## config.mk

```make
export PLATFORM = sky130hd
export DESIGN_NAME = csel_pipe_adder
export DESIGN_NICKNAME = d
export VERILOG_FILES = /design/src/rtl/csel_pipe_adder.sv
export SDC_FILE = /design/constraint.sdc
export NUM_CORES = 1
export LEC_CHECK = 0
export CAP_MARGIN = 20
export CORE_MARGIN = 4
export CORE_UTILIZATION = 47
export DETAILED_ROUTE_END_ITERATION = 6
export GPL_ROUTABILITY_DRIVEN = 0
export PLACE_DENSITY = 0.76
export SETUP_SLACK_MARGIN = 0.05
export SYNTH_ARGS = -nofsm -noshare
export SYNTH_HDL_FRONTEND = slang
export SYNTH_SLANG_ARGS = --single-unit
```

## constraint.sdc

```tcl
create_clock -name clk -period 2.5 [get_ports clk]
set_input_delay 0.25 -clock clk [delete_from_list [all_inputs] [get_ports clk]]
set_output_delay 0.25 -clock clk [all_outputs]
set_load 0.1 [all_outputs]
```

## src/rtl/csel_pipe_adder.sv

```systemverilog
// csel_pipe_adder
// Two-stage pipelined carry-select adder/subtractor with valid/ready flow control.
//
// Stage 1 splits the operands into BLOCK-bit groups. For each group it registers
// two candidate sums and carries: one for a group carry-in of 0 and one for 1.
// Stage 2 walks the group carry chain and selects one candidate per group, then
// registers the final result.
//
// Ports:
//   clk        rising-edge clock
//   rst_n      synchronous active-low reset
//   in_valid   operand set presented this cycle
//   in_ready   block accepts an operand set this cycle (combinational from out_ready)
//   a, b       operands (WIDTH bits)
//   cin        carry-in for add; ignored when sub=1
//   sub        0: a+b+cin, 1: a-b (computed as a+~b+1)
//   out_valid  result registers hold a valid result
//   out_ready  consumer accepts the result this cycle
//   sum        result modulo 2^WIDTH
//   cout       carry out of the MSB (in sub mode 1 means no borrow)
//   ovf        two's-complement signed overflow
//
// WIDTH must be >= 2 and an exact multiple of BLOCK; BLOCK must be >= 1.
module csel_pipe_adder #(
  parameter int WIDTH = 16,
  parameter int BLOCK = 4
) (
  input  logic             clk,
  input  logic             rst_n,
  input  logic             in_valid,
  output logic             in_ready,
  input  logic [WIDTH-1:0] a,
  input  logic [WIDTH-1:0] b,
  input  logic             cin,
  input  logic             sub,
  output logic             out_valid,
  input  logic             out_ready,
  output logic [WIDTH-1:0] sum,
  output logic             cout,
  output logic             ovf
);

  localparam int NBLK = WIDTH / BLOCK;

  // Operand conditioning: subtraction is a + ~b + 1, so sub forces the carry-in.
  logic [WIDTH-1:0] bb;
  logic             c0;

  assign bb = sub ? ~b : b;
  assign c0 = sub | cin;

  // Per-group candidate sums, one extra bit holding the group carry-out.
  logic [BLOCK:0] grp0 [NBLK];
  logic [BLOCK:0] grp1 [NBLK];

  for (genvar k = 0; k < NBLK; k++) begin : g_grp
    logic cin_lo;
    logic cin_hi;

    // Group 0 sees the real carry-in, so both of its copies use c0; the
    // chain in stage 2 always picks the "0" copy for group 0 anyway.
    if (k == 0) begin : g_first
      assign cin_lo = c0;
      assign cin_hi = c0;
    end else begin : g_rest
      assign cin_lo = 1'b0;
      assign cin_hi = 1'b1;
    end

    assign grp0[k] = {1'b0, a[k*BLOCK +: BLOCK]} + {1'b0, bb[k*BLOCK +: BLOCK]}
                   + {{BLOCK{1'b0}}, cin_lo};
    assign grp1[k] = {1'b0, a[k*BLOCK +: BLOCK]} + {1'b0, bb[k*BLOCK +: BLOCK]}
                   + {{BLOCK{1'b0}}, cin_hi};
  end

  // Pipeline control
  logic s1_valid;
  logic s2_valid;
  logic s2_adv;
  logic in_xfer;

  assign s2_adv    = s1_valid & (~s2_valid | out_ready);
  assign in_ready  = ~s1_valid | s2_adv;
  assign in_xfer   = in_valid & in_ready;
  assign out_valid = s2_valid;

  // Stage 1 registers
  logic [NBLK-1:0][BLOCK-1:0] s1_sum0;
  logic [NBLK-1:0][BLOCK-1:0] s1_sum1;
  logic [NBLK-1:0]            s1_carry0;
  logic [NBLK-1:0]            s1_carry1;
  logic                       s1_a_msb;
  logic                       s1_bb_msb;

  // Stage 1 loads only on an input transfer; in_ready guarantees the previous
  // contents are either empty or moving into stage 2 on the same edge.
  always_ff @(posedge clk) begin
    if (!rst_n) begin
      s1_valid  <= 1'b0;
      s1_sum0   <= '0;
      s1_sum1   <= '0;
      s1_carry0 <= '0;
      s1_carry1 <= '0;
      s1_a_msb  <= 1'b0;
      s1_bb_msb <= 1'b0;
    end else begin
      s1_valid <= in_xfer | (s1_valid & ~s2_adv);
      if (in_xfer) begin
        for (int k = 0; k < NBLK; k++) begin
          s1_sum0[k]   <= grp0[k][BLOCK-1:0];
          s1_carry0[k] <= grp0[k][BLOCK];
          s1_sum1[k]   <= grp1[k][BLOCK-1:0];
          s1_carry1[k] <= grp1[k][BLOCK];
        end
        s1_a_msb  <= a[WIDTH-1];
        s1_bb_msb <= bb[WIDTH-1];
      end
    end
  end

  // Stage 2 carry-select chain. Group 0 already absorbed the real carry-in,
  // so the chain starts at 0 and picks the "0" copy for it.
  logic [WIDTH-1:0] sel_sum;
  logic             chain_c;
  logic             sel_ovf;

  always_comb begin
    sel_sum = '0;
    chain_c = 1'b0;
    for (int k = 0; k < NBLK; k++) begin
      sel_sum[k*BLOCK +: BLOCK] = chain_c ? s1_sum1[k] : s1_sum0[k];
      chain_c                   = chain_c ? s1_carry1[k] : s1_carry0[k];
    end
    sel_ovf = (s1_a_msb == s1_bb_msb) & (sel_sum[WIDTH-1] != s1_a_msb);
  end

  // Stage 2 registers only change when stage 1 advances, so a stalled result
  // stays stable until it is consumed.
  always_ff @(posedge clk) begin
    if (!rst_n) begin
      s2_valid <= 1'b0;
      sum      <= '0;
      cout     <= 1'b0;
      ovf      <= 1'b0;
    end else begin
      s2_valid <= s2_adv | (s2_valid & ~out_ready);
      if (s2_adv) begin
        sum  <= sel_sum;
        cout <= chain_c;
        ovf  <= sel_ovf;
      end
    end
  end

endmodule

```

### Word level (Yosys, flattened, before mapping)

Cells that the tools add are included.

| operators by class | value |
|---|---|
| add/subtract/negate cells | 8 |
| eq/ne operators | 2 |
| multiplexer cells | 7 |
| bitwise gates (word level) | 15 |

Operators by type and width:

| kind | number |
|---|---|
| 4-bit by 4-bit adder with 5-bit output | 4 |
| 16-bit 2-to-1 mux | 1 |
| 16-bit inverter | 1 |
| 5-bit by 1-bit adder with 5-bit output (second input constant) | 3 |
| 4-bit 2-to-1 mux | 3 |
| 5-bit by 1-bit adder with 5-bit output | 1 |
| 1-bit bitwise AND | 5 |
| 1-bit OR | 5 |
| 1-bit inverter | 4 |
| 1-bit 2-to-1 mux | 3 |
| 1-bit == test | 1 |
| 1-bit != test | 1 |

| storage, ports and cells | value |
|---|---|
| register bits after elaboration | 58 |
| bits of input ports | 38 |
| output and inout bits | 20 |
| word-level logic and storage cells | 48 |

### Depth between registers and ports, before layout

Gate-level depths: netlist of run 1.

| logic depth | value |
|---|---|
| word-level depth | 6 |
| depth in mapped cells | 10 |
| depth with buffers taken out | 9 |

### Worst setup path after synthesis of run 1

No wires, ideal clock.

| timing path | value |
|---|---|
| path type | input-to-reg |
| from | input port sub |
| to | register s1_carry1[3] |
| library setup time | 63 ps |
| arrival | 2526 ps |
| required time | 2437 ps |
| path slack | -89 ps |
| cell stages on the path | 9 |
| cell sequence | clkbuf_1 buf_2 xor2_1 ha_1 fa_1 xor2_1 nand4_1 or4_1 nand3_1 |

| on the way | value |
|---|---|
| longest elaborated chain between the ends | 3 |

Ends and longest elaborated chain:

| element | RTL line | text |
|---|---|---|
| start, declared | 35 | `input logic sub,` |
| 16-bit 2-to-1 mux | 49 | `assign bb = sub ? ~b : b;` |
| 4-bit by 4-bit adder with 5-bit output | 72 | `assign grp1[k] = {1'b0, a[k*BLOCK +: BLOCK]} + {1'b0, bb[k*BLOCK +: BLOCK]}` |
| 5-bit by 1-bit adder with 5-bit output | 73 | `+ {{BLOCK{1'b0}}, cin_hi};` |
| end signal, assigned by index | 113 | `s1_carry1[k] <= grp1[k][BLOCK];` |
| end, declared | 91 | `logic [NBLK-1:0] s1_carry1;` |

Every way passes these cells.
A chain may end at the register's enable or synchronous reset.

### Final worst setup path of run 1

Same ends and word-level chain as after synthesis.

==> results.toml, run 1 <==
[global_route]
top_usage_layer = "met2"
grt_pass1_wl_um = 11050
grt_pass1_vias = 2455
met1_usage_pct = 24.51
grt_max_degree = 43
grt_use_met2_pct = 27.46
use_met3_pct = 4.097
antenna_found_initial = 0
grt_usage_pct = 18.21
overflow = 0

[sta]
clock.fmax_mhz = 422.9
rsz0062_at_grt = "no"
final_hold_viol_count = 0
maxSlewHeadroom_pct = 69.72
period_share_pct = 94.58
tightest_slew_ns = 0.4532
final.setup_skew_ns = 0.006878
drv_slew = 0
finalWorstSetupSlack_ns = 0.1355
post-route-min-period_ns = 2.364
finalSetupViolCount = 0

[floorplanning]
coreArea_um2 = 6096
die_width_um = 88.25
die_h_um = 88.25
ios = 58
rows = 28
die-area_um2 = 7787
start_util_pct = 49.65

[setup_path]
reg2reg_to = "cout"
crit_family = "simple AND/OR/NAND/NOR gates"
worstSetupPathType = "in -> reg"
end_kind = "flop"
r2r-start = "s1_carry0[0]"
critPathRequiredTime_ns = 2.77
worstPathMaxFanout = 12
worst-path-buf-inv = 2
r2r_slack_ns = 0.60
slowest_delay_ns = 0.48
cp_common_cell = "xor2_1"
critPathLaunchType = "input port"
critPathLaunch = "sub"
crit_end = "s1_carry1[3]"
cp.arrival_ns = 2.64
cp_num_cells = 9
crit_path_cell_trace = "clkdlybuf4s50_1, buf_12, xor2_1, ha_1, fa_1, xor2_1, nand4_1, or4_1, nand3_1"
r2r_cells = 4
cp_slowest_cell = "or4_1"

[placement]
numPlacedInstances = 481
post-place-ws_ns = -0.2188
place.detailed.hpwl_um = 5042
port_buffers = 57

[outcome]
status = "completed"

[cts]
clockBufferDepth = 2
clockRootBuffer = "clkbuf_8"
clk_pin_slew_ns = 0.06
clkLatencyLatePin_ns = 0.33
clock_sink_count = 57
cts_tree = "built"
htreeDepth = 3
cts_buffers = 9

[layout]
fillers = 537
regArea_um2 = 1141
finish.utilization_pct = 65.56
multi_input_area_um2 = 1779
drive_gt1_share_pct = 16.98
antennaDiodeCount = 0
nets = 480
final_cells = 499
syn_to_final_growth_pct = 32.04

[logic_synthesis]
synth_seq_cells = 57
syn_nets = 406
netlist.area_leader.share_pct = 37.70
syn_inst = 345
synthArstFlopShare_pct = 0
synth_seq_area_share_pct = 37.70
ys_types = 40
synth_edf_count = 0
yosys_warnings = 0
synth_area_leaders = "dfxtp_1 (38%), ha_1 (7.4%), mux2i_1 (6.6%)"
synth_ff_type = "dfxtp_1"
syn_area_um2 = 3027
yosysTopAreaCell = "dfxtp_1"
syn_avg_cell_area_um2 = 8.773

[routing]
first_pass_iters = 4
num_vias = 2618
viasPerCell = 5.246
dr.first_iter.drc_count = 82
wirelength_um = 6653
drcViolationCount = 0
avgRoutedWirePerCell_um = 13.33
final_antenna_net_count = 0

[job]
cap_violations = 0

[pwr]
irDropWorstVdd_mv = 0.5072
p_per_area_nw_per_um2 = 686.6
p_leak_nw = 1.714

[hold_path]
hp-class = "reg -> reg"
==> report_power, final <==
group | switching [W] | internal (W) | leakage [nW]
registers | 0.0000559 | 0.000999 | 0.470
clock network | 0.000357 | 0.000479 | 0.102
logic | 0.000487 | 0.000365 | 1.14
==> registers in the layout, indices dropped and copies added (netlist names) <==
signal / flops
sum: 16
cout: 1
s1_a_msb: 1
s1_valid: 1
s1_sum1: 12
s1_carry1: 3
s1_carry0: 4
s1_bb_msb: 1
ovf: 1
s1_sum0: 16
out_valid: 1
==> per-layer routing <==
metal | vias up | part of all wire (%)
met5 | - | 0
met4 | 0 | 1.9
met3 | 9 | 5.4
met2 | 64 | 44
met1 | 1183 | 49
li1 | 1362 | -
==> cell usage after synthesis (2+ instances only) <==
master	instances
mux2i_1	20
o2111ai_1	4
dfxtp_1	57
clkbuf_1	13
a311o_1	2
fa_1	5
nand2b_1	2
mux2i_4	2
a21oi_1	39
nor2_1	28
a211oi_1	12
a41oi_1	2
xor2_1	19
or3_1	2
ha_1	18
a21o_1	2
or2_2	3
and3_1	4
o31ai_1	3
and2_1	3
nor3_1	3
a311oi_1	3
or4_1	2
xnor2_1	3
nand3_1	13
inv_1	9
buf_2	5
o21ai_0	13
nand2_1	42
nand4_1	2
==> layout by cell type (no fill, tap or decap), drive strengths merged, types with 3 or more instances in the layout <==
cell type,synthesis,final
dfxtp,57,57
buf,6,45
nand2,42,42
a21oi,39,39
clkdlybuf4s50,0,37
nor2,29,29
mux2i,22,22
xor2,19,19
ha,18,18
o21ai,13,13
nand3,13,13
a211oi,12,12
clkbuf,13,10
inv,10,10
fa,5,5
clkinv,1,5
and3,4,4
o2111ai,4,4
or2,4,4
and2,3,3
nor3,3,3
o31ai,3,3
a311oi,3,3
xnor2,3,3
==> layout make-up <==
cell class | count | area share (%)
clock inverter | 6 | 1.440
timing repair buffer | 82 | 18.66
tap | 75 | 2.348
clock buffer | 10 | 3.444
inverter | 11 | 1.033
sequential | 57 | 28.55
multi-input combinational | 258 | 44.52
==> repair_timing <==
action                     CTS  global route
hold buffers                 0             0
resized for setup            0             4
setup endpoints to repair    0             2
setup buffers                0             2
==> metrics by stage <==
step / total power [W] / instance area (um^2) / hold slack (ns) / TNS, ns
floorplan: 0.001636 / 3030 / 0.3860 / 0
global placement: 0.001890 / 3766 / 0.4363 / -0.5296
detailed placement: 0.001913 / 3766 / 0.4463 / -1.055
CTS: 0.002747 / 3961 / 0.4539 / 0
global route: 0.002903 / 3996 / 0.4732 / 0
finish: 0.002744 / 3996 / 0.4521 / 0
==> worst min-delay path, cell delays in order, from the launching register on <==
cell,delay [ns]
dfxtp_1,0.31
nand2_1,0.05
a21oi_1,0.05
==> logic make-up after synthesis <==
| kind of cell | after synthesis | share of synthesized area, % |
|---|---|---|
| muxes | 22 | 8.102 |
| adders and majority gates | 23 | 10.75 |
| DFF | 57 | 37.70 |
| AOI/OAI and AO/OA | 83 | 16.87 |
| buffers and inverters | 30 | 4.175 |
| and+or+nand+nor | 108 | 16.04 |
| xor gates and xnor gates | 22 | 6.366 |
==> how the worst min path moves through the flow <==
stage / slack (ns) / endpoint / cells after the start / startpoint
5_1_grt: 0.47 / s1_sum1[5] / 2 / s1_sum1[5]
6_report: 0.45 / s1_sum1[14] / 2 / s1_sum1[14]
3_3_place_gp: 0.44 / out_valid / 2 / s1_valid
3_5_place_dp: 0.45 / s1_sum1[5] / 2 / s1_sum1[5]
2_1_floorplan: 0.39 / s1_a_msb / 2 / a[15]
4_1_cts: 0.45 / s1_sum1[14] / 2 / s1_sum1[14]
Note: power is estimated with default switching activity, not from simulation.
==> run 2, diff against run 1 <==
CTS_CLUSTER_DIAMETER = 120   (was unset)
CTS_CLUSTER_SIZE = 10   (was unset)
==> results of run 2 <==
The final DEF is identical to that of run 1; final timing and power are the same.
